$ cat src/rtl/mux4_scan_pkg.sv
// Shared types and constants for the 4:1 mux scan sequencer.
// Holds the FSM state encoding and the channel/select sizing.
package mux4_scan_pkg;

  localparam int NUM_CH = 4;
  localparam int SEL_W  = 2;

  typedef enum logic [1:0] {
    IDLE   = 2'd0,
    SETTLE = 2'd1,
    OUTPUT = 2'd2
  } state_t;

endpackage

$ cat src/rtl/mux4_scan_next_ch.sv
// Combinational priority picker: finds the next enabled channel above the
// current select, or the lowest enabled channel when starting a fresh scan.
import mux4_scan_pkg::*;

module mux4_scan_next_ch (
  input  logic [NUM_CH-1:0] mask,
  input  logic [SEL_W-1:0]  cur_sel,
  input  logic              from_start,
  output logic [SEL_W-1:0]  next_ch,
  output logic              none_left
);

  logic [NUM_CH-1:0] above_s;
  logic [NUM_CH-1:0] cand_s;

  // Channels strictly above the current select
  always_comb begin
    above_s = 4'b0000;
    case (cur_sel)
      2'd0:    above_s = 4'b1110;
      2'd1:    above_s = 4'b1100;
      2'd2:    above_s = 4'b1000;
      default: above_s = 4'b0000;
    endcase
  end

  assign cand_s = mask & (from_start ? 4'b1111 : above_s);

  // Lowest set candidate wins
  always_comb begin
    next_ch   = 2'd0;
    none_left = 1'b1;
    casez (cand_s)
      4'b???1: begin next_ch = 2'd0; none_left = 1'b0; end
      4'b??10: begin next_ch = 2'd1; none_left = 1'b0; end
      4'b?100: begin next_ch = 2'd2; none_left = 1'b0; end
      4'b1000: begin next_ch = 2'd3; none_left = 1'b0; end
      default: begin next_ch = 2'd0; none_left = 1'b1; end
    endcase
  end

endmodule

$ cat src/rtl/mux4_scan_sequencer.sv
// Drives the select of an external 4:1 mux, samples each enabled channel after
// a settle time, and offers the assembled 4-bit frame over valid/ready.
import mux4_scan_pkg::*;

module mux4_scan_sequencer #(
  parameter int SETTLE_CYCLES = 2,
  parameter int CNT_W         = 8
) (
  input  logic                clk,
  input  logic                rst_n,
  input  logic                start,
  input  logic                continuous,
  input  logic [NUM_CH-1:0]   ch_mask,
  input  logic                y_in,
  output logic [SEL_W-1:0]    sel,
  output logic [NUM_CH-1:0]   frame,
  output logic                frame_valid,
  input  logic                frame_ready,
  output logic                busy
);

  localparam logic [CNT_W-1:0] CNT_LAST = CNT_W'(SETTLE_CYCLES - 1);

  state_t              state_r;
  logic [SEL_W-1:0]    sel_r;
  logic [NUM_CH-1:0]   frame_r;
  logic                valid_r;
  logic                busy_r;
  logic [CNT_W-1:0]    cnt_r;
  logic [NUM_CH-1:0]   mask_r;
  logic                cont_r;

  logic [NUM_CH-1:0]   pick_mask_s;
  logic                from_start_s;
  logic [SEL_W-1:0]    next_ch_s;
  logic                none_left_s;

  // In IDLE the live mask is what gets latched; afterwards only the latched copy counts
  assign pick_mask_s  = (state_r == IDLE) ? ch_mask : mask_r;
  assign from_start_s = (state_r != SETTLE);

  mux4_scan_next_ch u_next_ch (
    .mask       (pick_mask_s),
    .cur_sel    (sel_r),
    .from_start (from_start_s),
    .next_ch    (next_ch_s),
    .none_left  (none_left_s)
  );

  // Scan FSM with registered outputs
  always_ff @(posedge clk) begin
    if (!rst_n) begin
      state_r <= IDLE;
      sel_r   <= 2'b00;
      frame_r <= 4'b0000;
      valid_r <= 1'b0;
      busy_r  <= 1'b0;
      cnt_r   <= '0;
      mask_r  <= 4'b0000;
      cont_r  <= 1'b0;
    end else begin
      case (state_r)
        IDLE: begin
          if (start) begin
            mask_r  <= ch_mask;
            cont_r  <= continuous;
            frame_r <= 4'b0000;
            cnt_r   <= '0;
            busy_r  <= 1'b1;
            if (none_left_s) begin
              state_r <= OUTPUT;
              valid_r <= 1'b1;
            end else begin
              state_r <= SETTLE;
              sel_r   <= next_ch_s;
            end
          end else begin
            busy_r <= 1'b0;
          end
        end

        SETTLE: begin
          if (cnt_r == CNT_LAST) begin
            frame_r[sel_r] <= y_in;
            cnt_r          <= '0;
            if (none_left_s) begin
              state_r <= OUTPUT;
              valid_r <= 1'b1;
            end else begin
              sel_r <= next_ch_s;
            end
          end else begin
            cnt_r <= cnt_r + CNT_W'(1);
          end
        end

        OUTPUT: begin
          if (frame_ready) begin
            if (cont_r) begin
              frame_r <= 4'b0000;
              cnt_r   <= '0;
              if (none_left_s) begin
                // Empty mask in continuous mode keeps offering zero frames
                valid_r <= 1'b1;
              end else begin
                state_r <= SETTLE;
                sel_r   <= next_ch_s;
                valid_r <= 1'b0;
              end
            end else begin
              state_r <= IDLE;
              valid_r <= 1'b0;
              busy_r  <= 1'b0;
            end
          end else begin
            valid_r <= 1'b1;
          end
        end

        default: begin
          state_r <= IDLE;
          valid_r <= 1'b0;
          busy_r  <= 1'b0;
          cnt_r   <= '0;
        end
      endcase
    end
  end

  assign sel         = sel_r;
  assign frame       = frame_r;
  assign frame_valid = valid_r;
  assign busy        = busy_r;

endmodule

$ cat config.mk
export PLATFORM = sky130hd
export DESIGN_NAME = mux4_scan_sequencer
export DESIGN_NICKNAME = d
export VERILOG_FILES = /design/src/rtl/mux4_scan_pkg.sv /design/src/rtl/mux4_scan_next_ch.sv /design/src/rtl/mux4_scan_sequencer.sv
export SDC_FILE = /design/constraint.sdc
export NUM_CORES = 1
export LEC_CHECK = 0
export CAP_MARGIN = 30
export CORE_AREA = 2 2 53 55
export CTS_CLUSTER_DIAMETER = 80
export DETAILED_ROUTE_END_ITERATION = 7
export DIE_AREA = 0 0 55 57
export PLACE_DENSITY_LB_ADDON = 0.25
export SYNTH_ARGS = -nofsm -noshare
export SYNTH_HDL_FRONTEND = slang
export SYNTH_SLANG_ARGS = --single-unit
$ cat constraint.sdc
create_clock -name clk -period 1.75 [get_ports clk]
set_input_delay 0.2625 -clock clk [delete_from_list [all_inputs] [get_ports clk]]
set_output_delay 0.2625 -clock clk [all_outputs]
set_load 0.1 [all_outputs]
## Word level (Yosys, flattened, before mapping)

Index checks and enable logic that the tools add are counted.

- Add/sub/neg operators: 1
- Magnitude comparators: 2
- Equal/unequal tests: 16
- Multiplexer cells: 42
- Bitwise operators: 2
- Reduce and logical (&&, ||, !) cells: 11

Operator list:

| kind | count |
|---|---|
| $mux 8 | 4 |
| $mux 2 | 12 |
| $mux 4 | 6 |
| $pmux 4 s3 | 2 |
| $pmux 8 s3 | 1 |
| $pmux 2 s3 | 3 |
| $ne 2x2->1 const B | 6 |
| $mux 1 | 10 |
| $reduce_and 5->1 | 2 |
| $add 8x1->8 const B | 1 |
| $eq 8x1->1 const B | 1 |
| $eq 2x2->1 const B | 3 |
| $pmux 1 s3 | 2 |
| $reduce_and 3->1 | 2 |
| $and 4x4->4 | 1 |
| $bwmux 4 | 1 |
| $eq 2x1->1 const B | 2 |
| $eq 4x4->1 const B | 1 |
| $logic_not 2->1 | 2 |
| $reduce_and 2->1 | 2 |
| $reduce_or 4->1 | 1 |
| $eq 3x3->1 const B | 1 |
| $lt 2x3->1 const B | 1 |
| $ne 3x3->1 const B | 1 |
| 6 further kinds | 6 |

- Register bits: 23
- Output and inout bits: 8

## Longest topological paths before layout

- Depth after elaboration: 10
- Depth in mapped cells: 7
- Mapped depth without buffers: 7

## By module

A second synthesis with hierarchy kept.

- Cell total of the unflattened synthesis: 159
- Area total of the unflattened synthesis: 1311.3 um^2

By module, submodules not included:

| module | instances | cells an instance | area an instance (um^2) |
|---|---|---|---|
| mux4_scan_sequencer | 1 | 144 | 1221.2 |
| mux4_scan_next_ch | 1 | 15 | 90.1 |

## Worst setup path before layout

Ideal clock, no wire load.

- Path type: register -> register
- Start: register sel_r[1], in the netlist sel[1]
- End: register state_r[1]
- Library setup time: 0.060 ns
- Data arrival time: 2.141 ns
- Required time: 1.690 ns
- Setup slack: -0.451 ns
- Cell stages (with the launch flop): 6
- Path buffers: 0
- Clock period less this slack: 2.201 ns
- Cells stage by stage: dfxtp_1 > a21boi_0 > a211oi_1 > nand3_1 > o32ai_2 > and2_1

- Cells in the longest elaborated chain, start to end: 9

RTL lines:

| element | line | source |
|---|---|---|
| from (decl) | mux4_scan_sequencer.sv:25 | `logic [SEL_W-1:0] sel_r;` |
| from (signal assigned) | mux4_scan_sequencer.sv:75 | `sel_r <= next_ch_s;` |
| from (signal assigned) | mux4_scan_sequencer.sv:90 | `sel_r <= next_ch_s;` |
| from (signal assigned) | mux4_scan_sequencer.sv:107 | `sel_r <= next_ch_s;` |
| $eq 2x2->1, or another cell as far along | mux4_scan_next_ch.sv:19 | `case (cur_sel)` |
| $pmux 4 s3 * | mux4_scan_next_ch.sv:19 |  |
| $mux 4 * | mux4_scan_next_ch.sv:27 | `assign cand_s = mask & (from_start ? 4'b1111 : above_s);` |
| $and 4x4->4 * | mux4_scan_next_ch.sv:27 |  |
| $eq 4x4->1, or another cell as far along | mux4_scan_next_ch.sv:33 | `casez (cand_s)` |
| $reduce_or 4->1 (no source line) * | - |  |
| $mux 2 | mux4_scan_sequencer.sv:70 | `if (none_left_s) begin` |
| $mux 2 | mux4_scan_sequencer.sv:64 | `if (start) begin` |
| $pmux 2 s3 | mux4_scan_sequencer.sv:62 | `case (state_r)` |
| to (signal assigned) | mux4_scan_sequencer.sv:71 | `state_r <= OUTPUT;` |
| to (signal assigned) | mux4_scan_sequencer.sv:74 | `state_r <= SETTLE;` |
| to (signal assigned) | mux4_scan_sequencer.sv:87 | `state_r <= OUTPUT;` |
| to (decl) | mux4_scan_sequencer.sv:24 | `state_t state_r;` |

Every way passes the cells marked *; elsewhere a longest branch is shown, timed or not. The select of a mux whose other input is x is not followed.
A chain may end at the register's enable or synchronous reset.

## Final worst setup path

- Start: register cnt_r[1]
- End: register state_r[1]

- Cells in the longest elaborated chain, start to end: 3

RTL lines:

| element | line | source |
|---|---|---|
| from (decl) | mux4_scan_sequencer.sv:29 | `logic [CNT_W-1:0] cnt_r;` |
| from (signal assigned) | mux4_scan_sequencer.sv:93 | `cnt_r <= cnt_r + CNT_W'(1);` |
| $eq 8x1->1 | mux4_scan_sequencer.sv:83 | `if (cnt_r == CNT_LAST) begin` |
| $ne 2x2->1 (no source line) | - |  |
| $reduce_and 5->1 (no source line) | - |  |
| to (signal assigned) | mux4_scan_sequencer.sv:74 |  |
| to (signal assigned) | mux4_scan_sequencer.sv:87 |  |
| to (signal assigned) | mux4_scan_sequencer.sv:106 | `state_r <= SETTLE;` |

Every way passes these cells.

==> metrics.yaml <==
critical_path:
  crit_required_ps: 2010
  rrSetupSlack_ps: -80
  crit_type: "register to register"
  reg2reg_to: "state_r[1]"
  end_kind: "register"
  cp-endpoint: "state_r[1]"
  critPathLaunchType: "register"
  cp_max_fo: 5
  r2r.worst_path.cells: 8
  startpoint: "cnt_r[1]"
  critPathArrivalTime_ps: 2100
  rr_startpoint: "cnt_r[1]"
floorplan:
  num_rows: 19
  die_x_um: 55
  die_area_um2: 3140
  start_util_pct: 44.6
  ioPinCount: 18
  coreArea_um2: 2620
  dieHeight_um: 57
power:
  p_clk_share_pct: 17.9
  seqPwrFrac_pct: 44.6
  p_sw_share_pct: 36.2
  internal-power_uw: 880
  leakagePower_uw: 0.000611
  p_switching_uw: 499
  power_frac_comb_pct: 37.5
  powerDensity_nw_per_um2: 835
  finalPower_uw: 1380
  max-vdd-ir-drop_mv: 0.615
drt:
  drt-pass1-iter-count: 4
  vias: 1089
  wl_per_cell_um: 12.6
  drtIter0Drc: 17
  drc: 0
  wirelength_mm: 2.62
  ant_nets: 0
  viasPerCell: 5.26
run:
  cap_viol_max_count: 0
synthesis:
  synth_area_leaders: "dfxtp_1 (39%), a21oi_1 (6.4%), nand2_1 (6.1%)"
  synth-xor-area-share_pct: 4.51
  synthMuxAreaShare_pct: 0.858
  syn_area_um2: 1170
  synth_nets: 154
  async_flop_share_pct: 0
  synth.top_cell.area_share_pct: 39.5
  synth_simple_gate_area_share_pct: 29.4
  syn_inst: 142
  synth_compound_area_share_pct: 20.8
  ys.flop_type: "dfxtp_1"
  synth.distinct_cells: 38
  synthAdderAreaFrac_pct: 2.15
  synth_top_area_cell: "dfxtp_1"
  synth_commonest_cells: "dfxtp_1 (23), nand2_1 (19), nor2_1 (17)"
  ys_warn_count: 0
  synth-edff-count: 0
  syn_area_per_cell_um2: 8.21
  synth_top_family_by_area: "simple AND/OR/NAND/NOR gates"
  yosysSeqAreaShare_pct: 39.5
  yosysMostFrequentCell: "dfxtp_1"
  synth_seq_cells: 23
clock_tree:
  clockBufferDepth: 2
  clk_pin_slew_ps: 130
  cts_made_buffers: 3
  postCtsHoldBufs: 0
  htreeDepth: 1
  clock_latency_ps: 310
  cts_sinks: 23
  cts_tree: "yes"
  cts-root-buf: "clkbuf_4"
sta:
  setup_viol: 7
  fin_setup_tns_ps: -361
  clock_skew_ps: 6.35
  rsz0062_at_grt: "true"
  max_freq_mhz: 545
  report.final.slew_viol_count: 0
  setup_slack_ps: -84.6
  period_share_pct: 105
  finalHoldViolCount: 0
  fin_crit_ps: 1830
  worst_pin_slew_ps: 386
  maxSlewHeadroom_pct: 74.2
placed_design:
  dp_slack_ps: -103
  place_area_um2: 1560
  place_hpwl_mm: 1.97
  gp_congestion: 0.814
  place.port_buffers: 17
outcome:
  failed_checks: "setup timing"
  outcome: "finished with violations"
global_routing:
  antenna_found_initial: 0
  grt_use_total_pct: 18.9
  grt_max_degree: 13
  grt_pass1_wl_mm: 4.43
  grt_pass1_vias: 1033
  overflow: 0
cells_and_area:
  utilization_pct: 63.2
  final_nets: 189
  diodes: 0
  layout-drive-gt1-share_pct: 26.7
  stdcell_area_um2: 1650
  syn_to_final_growth_pct: 41.6
  n_fill_cell: 232
hold_path:
  holdPathStages: 2
  holdCritPathClass: "register to register"
-- repair_timing --
item | in CTS | in global routing
pin swaps | 9 | 5
setup buffers | 1 | 1
gates resized for setup | 10 | 1
hold endpoints to repair | 0 | 0
setup endpoints to repair | 17 | 17
-- worst min path at each step --
stage,startpoint,to,slack (ps)
2_1_floorplan,ch_mask[0],mask_r[0],400
3_3_place_gp,mask_r[0],mask_r[0],450
3_5_place_dp,mask_r[0],mask_r[0],450
4_1_cts,mask_r[0],mask_r[0],470
5_1_grt,continuous,cont_r,500
6_report,mask_r[0],mask_r[0],470
-- worst max-delay path, cell delays in order, from the launching register on --
cell and delay, ps:
dfxtp_2 350, inv_2 60, ha_4 110, or4b_4 460, nor4_4 130, buf_4 170
a211oi_4 80, o32ai_2 290, and2_1 160
-- placed cells by master (no fill, tap or decap), types with 3 or more instances in the layout --
| cell | n |
|---|---|
| nand2b_1 | 4 |
| a21oi_1 | 14 |
| nor2_1 | 16 |
| buf_12 | 8 |
| nand4_1 | 5 |
| buf_4 | 17 |
| clkdlybuf4s50_1 | 9 |
| xor2_1 | 3 |
| o21ai_0 | 5 |
| clkbuf_4 | 3 |
| nand2_1 | 19 |
| xnor2_1 | 3 |
| nand3_1 | 4 |
| nor2b_1 | 6 |
| dfxtp_1 | 19 |
-- area by class of cell --
cell class              instances  area [um2]  share of cell area [%]
repair buffers                 35         389                    23.6
multi-input cells             111         716                    43.3
clock buffers                   4        26.3                    1.59
inverters                       3        11.3                   0.682
well taps                      31        38.8                    2.35
flip-flops and latches         23         470                    28.5
-- flip-flops by register name (all words and copies together) (netlist names) --
register	count
busy	1
cnt_r	8
cont_r	1
frame	4
frame_valid	1
mask_r	4
sel	2
state_r	2
-- power by group through the flow --
stage / Combinational (uW) / Sequential, uW / Clock, uW
final: 517 / 615 / 246
after global routing: 555 / 623 / 282
after CTS: 502 / 615 / 252
after detailed placement: 476 / 622 / 0
after global placement: 468 / 622 / 0
after floorplan: 219 / 693 / 0
-- kinds of logic after synthesis --
| kind of cell | Yosys count |
|---|---|
| muxes | 1 |
| and+or+nand+nor | 66 |
| adders and majority gates | 2 |
| buffers and inverters | 8 |
| xor gates and xnor gates | 6 |
| AOI/OAI and AO/OA | 36 |
| DFF | 23 |
-- routing by layer --
layer  global-route usage, %  part of all wire (%)  wire (um)
met2                    28.7                    45       1170
met5                       0                     0          0
met3                    3.14                   4.4        114
met1                    27.0                    50       1310
met4                    5.92                  0.61         16
-- stage by stage --
step / hold slack [ps] / instances
finish: 470 / 207
global route: 498 / 207
CTS: 469 / 206
detailed placement: 451 / 201
global placement: 447 / 201
floorplan: 398 / 142
Power figures use the tool's default switching activity.
